===== src/rtl/tlul_pkg.sv =====
// TL-UL channel structs shared by hosts, devices and the host arbiter.
package tlul_pkg;

    typedef struct packed {
        logic        a_valid;
        logic [2:0]  a_opcode;
        logic [2:0]  a_param;
        logic [1:0]  a_size;
        logic [7:0]  a_source;
        logic [31:0] a_address;
        logic [3:0]  a_mask;
        logic [31:0] a_data;
        logic        d_ready;
    } tl_h2d_t;

    typedef struct packed {
        logic        d_valid;
        logic [2:0]  d_opcode;
        logic [2:0]  d_param;
        logic [1:0]  d_size;
        logic [7:0]  d_source;
        logic        d_sink;
        logic [31:0] d_data;
        logic        d_error;
        logic        a_ready;
    } tl_d2h_t;

endpackage


===== src/rtl/xbar_pkg.sv =====
// Host indices and sizing defaults for the IF/LSU host arbiter.
package xbar_pkg;

    localparam logic        HOST_IF               = 1'b0;
    localparam logic        HOST_LSU              = 1'b1;
    localparam int unsigned MaxOutstandingDefault = 4;

endpackage


===== src/rtl/tlul_host_arb_idq.sv =====
// In-order host-ID queue: one bit per accepted request, popped as responses return.
module tlul_host_arb_idq #(
    parameter int unsigned Depth = 4,
    localparam int unsigned CntW = $clog2(Depth + 1)
) (
    input  logic            clk_i,
    input  logic            rst_ni,
    input  logic            push_i,
    input  logic            id_i,
    input  logic            pop_i,
    output logic            full_o,
    output logic            empty_o,
    output logic [CntW-1:0] count_o,
    output logic            head_o
);

    localparam int unsigned     PtrW    = (Depth > 1) ? $clog2(Depth) : 1;
    localparam logic [PtrW-1:0] LastPtr = PtrW'(Depth - 1);

    logic [Depth-1:0] mem_q;
    logic [PtrW-1:0]  wr_ptr_q;
    logic [PtrW-1:0]  rd_ptr_q;
    logic [CntW-1:0]  count_q;
    logic             do_push;
    logic             do_pop;

    // Depth need not be a power of two, so wrap on an explicit compare.
    function automatic logic [PtrW-1:0] ptr_inc(input logic [PtrW-1:0] ptr);
        return (ptr == LastPtr) ? '0 : ptr + PtrW'(1);
    endfunction

    assign full_o  = (count_q == CntW'(Depth));
    assign empty_o = (count_q == '0);
    assign count_o = count_q;
    assign head_o  = mem_q[rd_ptr_q];
    assign do_push = push_i & ~full_o;
    assign do_pop  = pop_i & ~empty_o;

    always_ff @(posedge clk_i or negedge rst_ni) begin
        if (!rst_ni) begin
            mem_q    <= '0;
            wr_ptr_q <= '0;
            rd_ptr_q <= '0;
            count_q  <= '0;
        end else begin
            if (do_push) begin
                mem_q[wr_ptr_q] <= id_i;
                wr_ptr_q        <= ptr_inc(wr_ptr_q);
            end
            if (do_pop) begin
                rd_ptr_q <= ptr_inc(rd_ptr_q);
            end
            case ({do_push, do_pop})
                2'b10:   count_q <= count_q + CntW'(1);
                2'b01:   count_q <= count_q - CntW'(1);
                default: count_q <= count_q;
            endcase
        end
    end

endmodule


===== src/rtl/tlul_host_arb2.sv =====
// 2:1 TL-UL host arbiter (IF = host 0, LSU = host 1) onto one downstream port,
// with round-robin grant, stall lock and in-order D-channel return routing.
module tlul_host_arb2
    import tlul_pkg::*;
    import xbar_pkg::*;
#(
    parameter int unsigned MaxOutstanding = MaxOutstandingDefault,
    localparam int unsigned CntW = $clog2(MaxOutstanding + 1)
) (
    input  logic            clk_i,
    input  logic            rst_ni,
    input  tl_h2d_t         tl_if_i,
    output tl_d2h_t         tl_if_o,
    input  tl_h2d_t         tl_lsu_i,
    output tl_d2h_t         tl_lsu_o,
    output tl_h2d_t         tl_dev_o,
    input  tl_d2h_t         tl_dev_i,
    output logic [CntW-1:0] outstanding_o,
    output logic            spurious_rsp_o
);

    logic    grant;
    logic    rr_q;
    logic    lock_q;
    logic    lock_host_q;
    logic    q_full;
    logic    q_empty;
    logic    q_head;
    logic    a_fire;
    logic    d_fire;
    tl_h2d_t gnt_req;

    always_comb begin
        grant = rr_q;
        if (lock_q) begin
            grant = lock_host_q;
        end else if (tl_if_i.a_valid && !tl_lsu_i.a_valid) begin
            grant = HOST_IF;
        end else if (!tl_if_i.a_valid && tl_lsu_i.a_valid) begin
            grant = HOST_LSU;
        end
    end

    assign gnt_req = (grant == HOST_LSU) ? tl_lsu_i : tl_if_i;

    // With the queue empty there is no owner for a response, so it is sunk here.
    always_comb begin
        tl_dev_o         = gnt_req;
        tl_dev_o.a_valid = gnt_req.a_valid & ~q_full;
        tl_dev_o.d_ready = q_empty ? 1'b1
                         : ((q_head == HOST_LSU) ? tl_lsu_i.d_ready : tl_if_i.d_ready);
    end

    assign a_fire = tl_dev_o.a_valid & tl_dev_i.a_ready;
    assign d_fire = tl_dev_i.d_valid & tl_dev_o.d_ready & ~q_empty;

    always_comb begin
        tl_if_o          = tl_dev_i;
        tl_if_o.d_valid  = tl_dev_i.d_valid & ~q_empty & (q_head == HOST_IF);
        tl_if_o.a_ready  = (grant == HOST_IF) & tl_dev_i.a_ready & ~q_full;
        tl_lsu_o         = tl_dev_i;
        tl_lsu_o.d_valid = tl_dev_i.d_valid & ~q_empty & (q_head == HOST_LSU);
        tl_lsu_o.a_ready = (grant == HOST_LSU) & tl_dev_i.a_ready & ~q_full;
    end

    always_ff @(posedge clk_i or negedge rst_ni) begin
        if (!rst_ni) begin
            rr_q           <= HOST_IF;
            lock_q         <= 1'b0;
            lock_host_q    <= HOST_IF;
            spurious_rsp_o <= 1'b0;
        end else begin
            if (a_fire) begin
                rr_q <= ~grant;
            end
            // Hold the grant while the presented request is stalled downstream.
            lock_q <= tl_dev_o.a_valid & ~tl_dev_i.a_ready;
            if (tl_dev_o.a_valid && !tl_dev_i.a_ready) begin
                lock_host_q <= grant;
            end
            spurious_rsp_o <= tl_dev_i.d_valid & q_empty;
        end
    end

    tlul_host_arb_idq #(
        .Depth (MaxOutstanding)
    ) u_idq (
        .clk_i   (clk_i),
        .rst_ni  (rst_ni),
        .push_i  (a_fire),
        .id_i    (grant),
        .pop_i   (d_fire),
        .full_o  (q_full),
        .empty_o (q_empty),
        .count_o (outstanding_o),
        .head_o  (q_head)
    );

endmodule


===== config.mk =====
export PLATFORM = sky130hd
export DESIGN_NAME = tlul_host_arb2
export DESIGN_NICKNAME = d
export VERILOG_FILES = /design/src/rtl/tlul_pkg.sv /design/src/rtl/xbar_pkg.sv /design/src/rtl/tlul_host_arb_idq.sv /design/src/rtl/tlul_host_arb2.sv
export SDC_FILE = /design/constraint.sdc
export NUM_CORES = 1
export LEC_CHECK = 0
export CORE_AREA = 2 2 163 165
export DETAILED_ROUTE_END_ITERATION = 6
export DIE_AREA = 0 0 165 167
export GPL_TIMING_DRIVEN = 0
export PLACE_DENSITY = 0.46
export SLEW_MARGIN = 0
export SYNTH_ARGS = -nofsm -noshare
export SYNTH_HDL_FRONTEND = slang
export SYNTH_SLANG_ARGS = --single-unit

===== constraint.sdc =====
create_clock -name clk_i -period 6.4 [get_ports clk_i]
set_input_delay 1.6 -clock clk_i [delete_from_list [all_inputs] [get_ports clk_i]]
set_output_delay 1.6 -clock clk_i [all_outputs]
set_load 0.05 [all_outputs]

==> key figures <==
Outcome
  • Result of the run: finished clean

Setup path
  • Slack of the worst reg-to-reg path: 3.84 ns
  • Delay-heaviest family, CP: buffers and inverters
  • Data required time at the worst endpoint: 4.80 ns
  • Reg-to-Reg End: u_idq.count_o[2]
  • R2r worst-path depth: 9
  • Critical-path top delay cell: sky130_fd_sc_hd__clkdlybuf4s50_1
  • Crit path launch type: input pin
  • Startpoint-to-endpoint class of the critical path: input pin to output pin
  • Count of buffering cells on the critical path with inverters included: 4
  • Largest driver fanout on the critical path: 10
  • Cell chain of the critical path: clkdlybuf4s50_1 > nor2_1 > o31ai_1 > buf_2 > buf_2 > mux2_2 > clkdlybuf4s50_1
  • Data arrival time of the critical path: 4.44 ns
  • Critical Path Sink Type: output pin
  • Worst stage delay on the critical path: 0.71 ns
  • FF-to-FF Start: u_idq.rd_ptr_q[0]

Logic synthesis
  • Synth cell types: 28
  • Biggest area consumer among synthesized cells: sky130_fd_sc_hd__mux2_2
  • Top-area cell type share of the netlist area: 0.392
  • Post-synthesis sequential area ratio: 0.144
  • Syn Inst Count: 275
  • Count of synthesis-stage warnings from yosys: 0
  • Top FF cell, synth: sky130_fd_sc_hd__dfrtp_1
  • Number of enable-type register cells in the synthesized netlist: 0
  • Mean Syn Cell Area: 9.50 µm²
  • Synth Cell Area: 2610 µm²
  • Flip-flop and latch count after synthesis: 15
  • Proportion of synthesized flip-flops having asynchronous set or reset: 1.00
  • Area contributors post-synth: sky130_fd_sc_hd__mux2_2 (39%), sky130_fd_sc_hd__buf_4 (29%), sky130_fd_sc_hd__dfrtp_1 (14%)
  • Synthesized net count: 508

Drt
  • Remaining antenna violation count after routing: 0
  • Number of iterations in the first detailed-routing pass: 4
  • DRC viols: 0
  • Via density: 3.27
  • Via count: 3210
  • Aggregate routed wire length: 14.9 mm
  • Initial DRC Count: 47
  • Mean routed wirelength per cell: 15.1 µm

Die
  • Total I/O pin count: 420
  • Die width: 165 µm
  • Height of the die: 167 µm
  • Std-Cell Rows: 59
  • Area inside the core boundary: 25800 µm²
  • Die area: 27600 µm²
  • Effective utilization at floorplan: 0.101

Timing
  • Final Worst Setup Slack: 0.363 ns
  • Final critical path time including I/O delays and setup: 6.04 ns
  • Count of final max-slew check failures: 0
  • Count of endpoints failing hold in the final timing report: 0
  • Setup total negative slack: 0 ns
  • Actual transition at the worst max-transition pin: 0.743 ns
  • Timing-limited maximum frequency: 0.166 GHz
  • Final number of setup-violating endpoints: 0
  • RSZ-0062 raised after global routing: no
  • Final Skew: 0.00341 ns
  • Final period utilization: 0.943
  • Final worst hold slack: 0.504 ns
  • Max-slew headroom: 0.503

Clocking
  • Later-pin clock latency in the skew report: 0.25 ns
  • Clock buffer depth: 2
  • CTS Root Cell: sky130_fd_sc_hd__clkbuf_16
  • # Post-CTS Setup Buffers: 0
  • TritonCTS clock tree: yes
  • H-tree levels: 1
  • Post-cts repair resize count: 0
  • Clock Pin Slew Worst Setup and Hold Paths: 0.05 ns
  • Clock sink total: 15
  • Hold buffer count at cts: 0
  • Number of buffers created by CTS: 3

Placed design
  • Placed wire-length estimate after detailed placement: 13.3 mm
  • Port Buffers: 369
  • Final Wtd Congestion: 0.707
  • Worst slack at placement: 0.196 ns

Global route
  • All-Layer GR Usage: 0.0973
  • Global-route congestion overflow total: 0
  • Number of global-route vias before repair: 3151
  • Largest net degree at the start of global routing: 16
  • Global-route wire length before repair: 20.2 mm
  • Number of antenna violations at the first check in global routing: 1

Cells and area
  • Diode count: 0
  • Final-stage net count: 882
  • Layout cell share with drive strength beyond 1: 0.321
  • Area added between synthesis and finish: 160%

Power
  • Switching power of the nets: 1.22 mW
  • Leak Pwr: 2.74 nW
  • Clock share of power: 0.056
  • Combinational group share of total power: 0.859
  • Share of power burned in registers: 0.084
  • Maximum resistive drop on vdd: 0.276 mV
  • Power Density: 324 nW/µm²
  • Switching power as a share of total power: 0.554
  • Internal power: 985 µW

Job
  • # Max-Cap Violations: 0

Hold path
  • Min-Delay Startpoint: u_idq.mem_q[1]
  • Destination of the worst hold path: u_idq.mem_q[1]
  • Number of cells traversed by the worst hold path: 1
  • Path category of the worst min-delay check: flip-flop to flip-flop
-- placed cells by master (no fill, tap or decap), types with 2 or more instances in the layout --
cell / n
sky130_fd_sc_hd__clkdlybuf4s50_1: 369
sky130_fd_sc_hd__buf_4: 100
sky130_fd_sc_hd__mux2_2: 91
sky130_fd_sc_hd__dfrtp_1: 15
sky130_fd_sc_hd__inv_1: 12
sky130_fd_sc_hd__buf_2: 10
sky130_fd_sc_hd__nor2_1: 9
sky130_fd_sc_hd__ha_1: 6
sky130_fd_sc_hd__nand2_1: 4
sky130_fd_sc_hd__nor4_1: 4
sky130_fd_sc_hd__clkbuf_16: 3
sky130_fd_sc_hd__mux2i_1: 2
sky130_fd_sc_hd__and3_1: 2
sky130_fd_sc_hd__o21ai_0: 2
sky130_fd_sc_hd__xnor2_1: 2
sky130_fd_sc_hd__mux2_1: 2
-- registers in the layout, summed over array words and instances (netlist names) --
name,cells
u_idq.mem_q,4
spurious_rsp_o,1
u_idq.rd_ptr_q,2
u_idq.count_o,3
lock_q,1
lock_host_q,1
u_idq.wr_ptr_q,2
rr_q,1
-- layout make-up --
type	count	area, µm²
fillers	2790	19000
flip-flops and latches	15	375
clock buffers	3	75.1
multi-input cells	138	1390
well taps	335	419
plain buffers	110	801
inverters	12	45.0
clock inverters	1	5.00
repair buffers	369	3690
-- synth_stat cells, types with 2 or more instances --
cell type / n
sky130_fd_sc_hd__and3_1: 2
sky130_fd_sc_hd__buf_2: 10
sky130_fd_sc_hd__buf_4: 100
sky130_fd_sc_hd__dfrtp_1: 15
sky130_fd_sc_hd__ha_1: 6
sky130_fd_sc_hd__inv_1: 12
sky130_fd_sc_hd__mux2_1: 2
sky130_fd_sc_hd__mux2_2: 91
sky130_fd_sc_hd__mux2i_1: 2
sky130_fd_sc_hd__nand2_1: 4
sky130_fd_sc_hd__nor2_1: 9
sky130_fd_sc_hd__nor4_1: 4
sky130_fd_sc_hd__o21ai_0: 2
sky130_fd_sc_hd__xnor2_1: 2
-- kinds of logic after synthesis --
family / Yosys count / synth area share
AO/OA/AOI/OAI: 9 / 0.0273
buffers and inverters: 122 / 0.324
flip-flops: 15 / 0.144
adder cells (fa/ha/maj): 7 / 0.0364
XOR/XNOR: 3 / 0.0101
AND/OR/NAND/NOR: 23 / 0.0421
multiplexers: 96 / 0.417
-- through the flow --
step	std cells	util	cell area [µm²]	power [mW]
6_report	983	0.264	6810	2.21
5_1_grt	983	0.264	6810	2.32
4_1_cts	983	0.264	6810	2.24
3_5_place_dp	979	0.261	6730	2.11
3_3_place_gp	979	0.261	6730	2.12
2_1_floorplan	275	-	2610	1.46
-- layer usage --
layer  up-vias  wire, µm  GRT usage  share of wire
met4         0        59    0.00681         0.0040
li1       1586         -          -              -
met1      1471      5900      0.121           0.40
met3         6      1080     0.0152          0.072
met2       147      7830      0.181           0.53
met5         -         0          0              0
-- worst max path at each step --
stage                       from      endpoint  cells after the start
global route        tl_lsu_i[85]  tl_dev_o[16]                      7
global placement    tl_lsu_i[85]  tl_dev_o[11]                      7
finish              tl_lsu_i[85]  tl_dev_o[18]                      7
floorplan            tl_if_i[85]   tl_lsu_o[0]                      5
CTS                 tl_lsu_i[85]  tl_dev_o[11]                      7
detailed placement  tl_lsu_i[85]  tl_dev_o[11]                      7
-- power groups by stage --
stage                     clock network [mW]  registers [mW]  logic, mW
after floorplan                            0           0.214       1.24
after global placement                     0           0.188       1.93
after detailed placement                   0           0.187       1.92
after CTS                              0.126           0.187       1.93
after global routing                   0.130           0.196       2.00
final                                  0.124           0.186       1.90
Note: power is estimated with default switching activity, not from simulation.
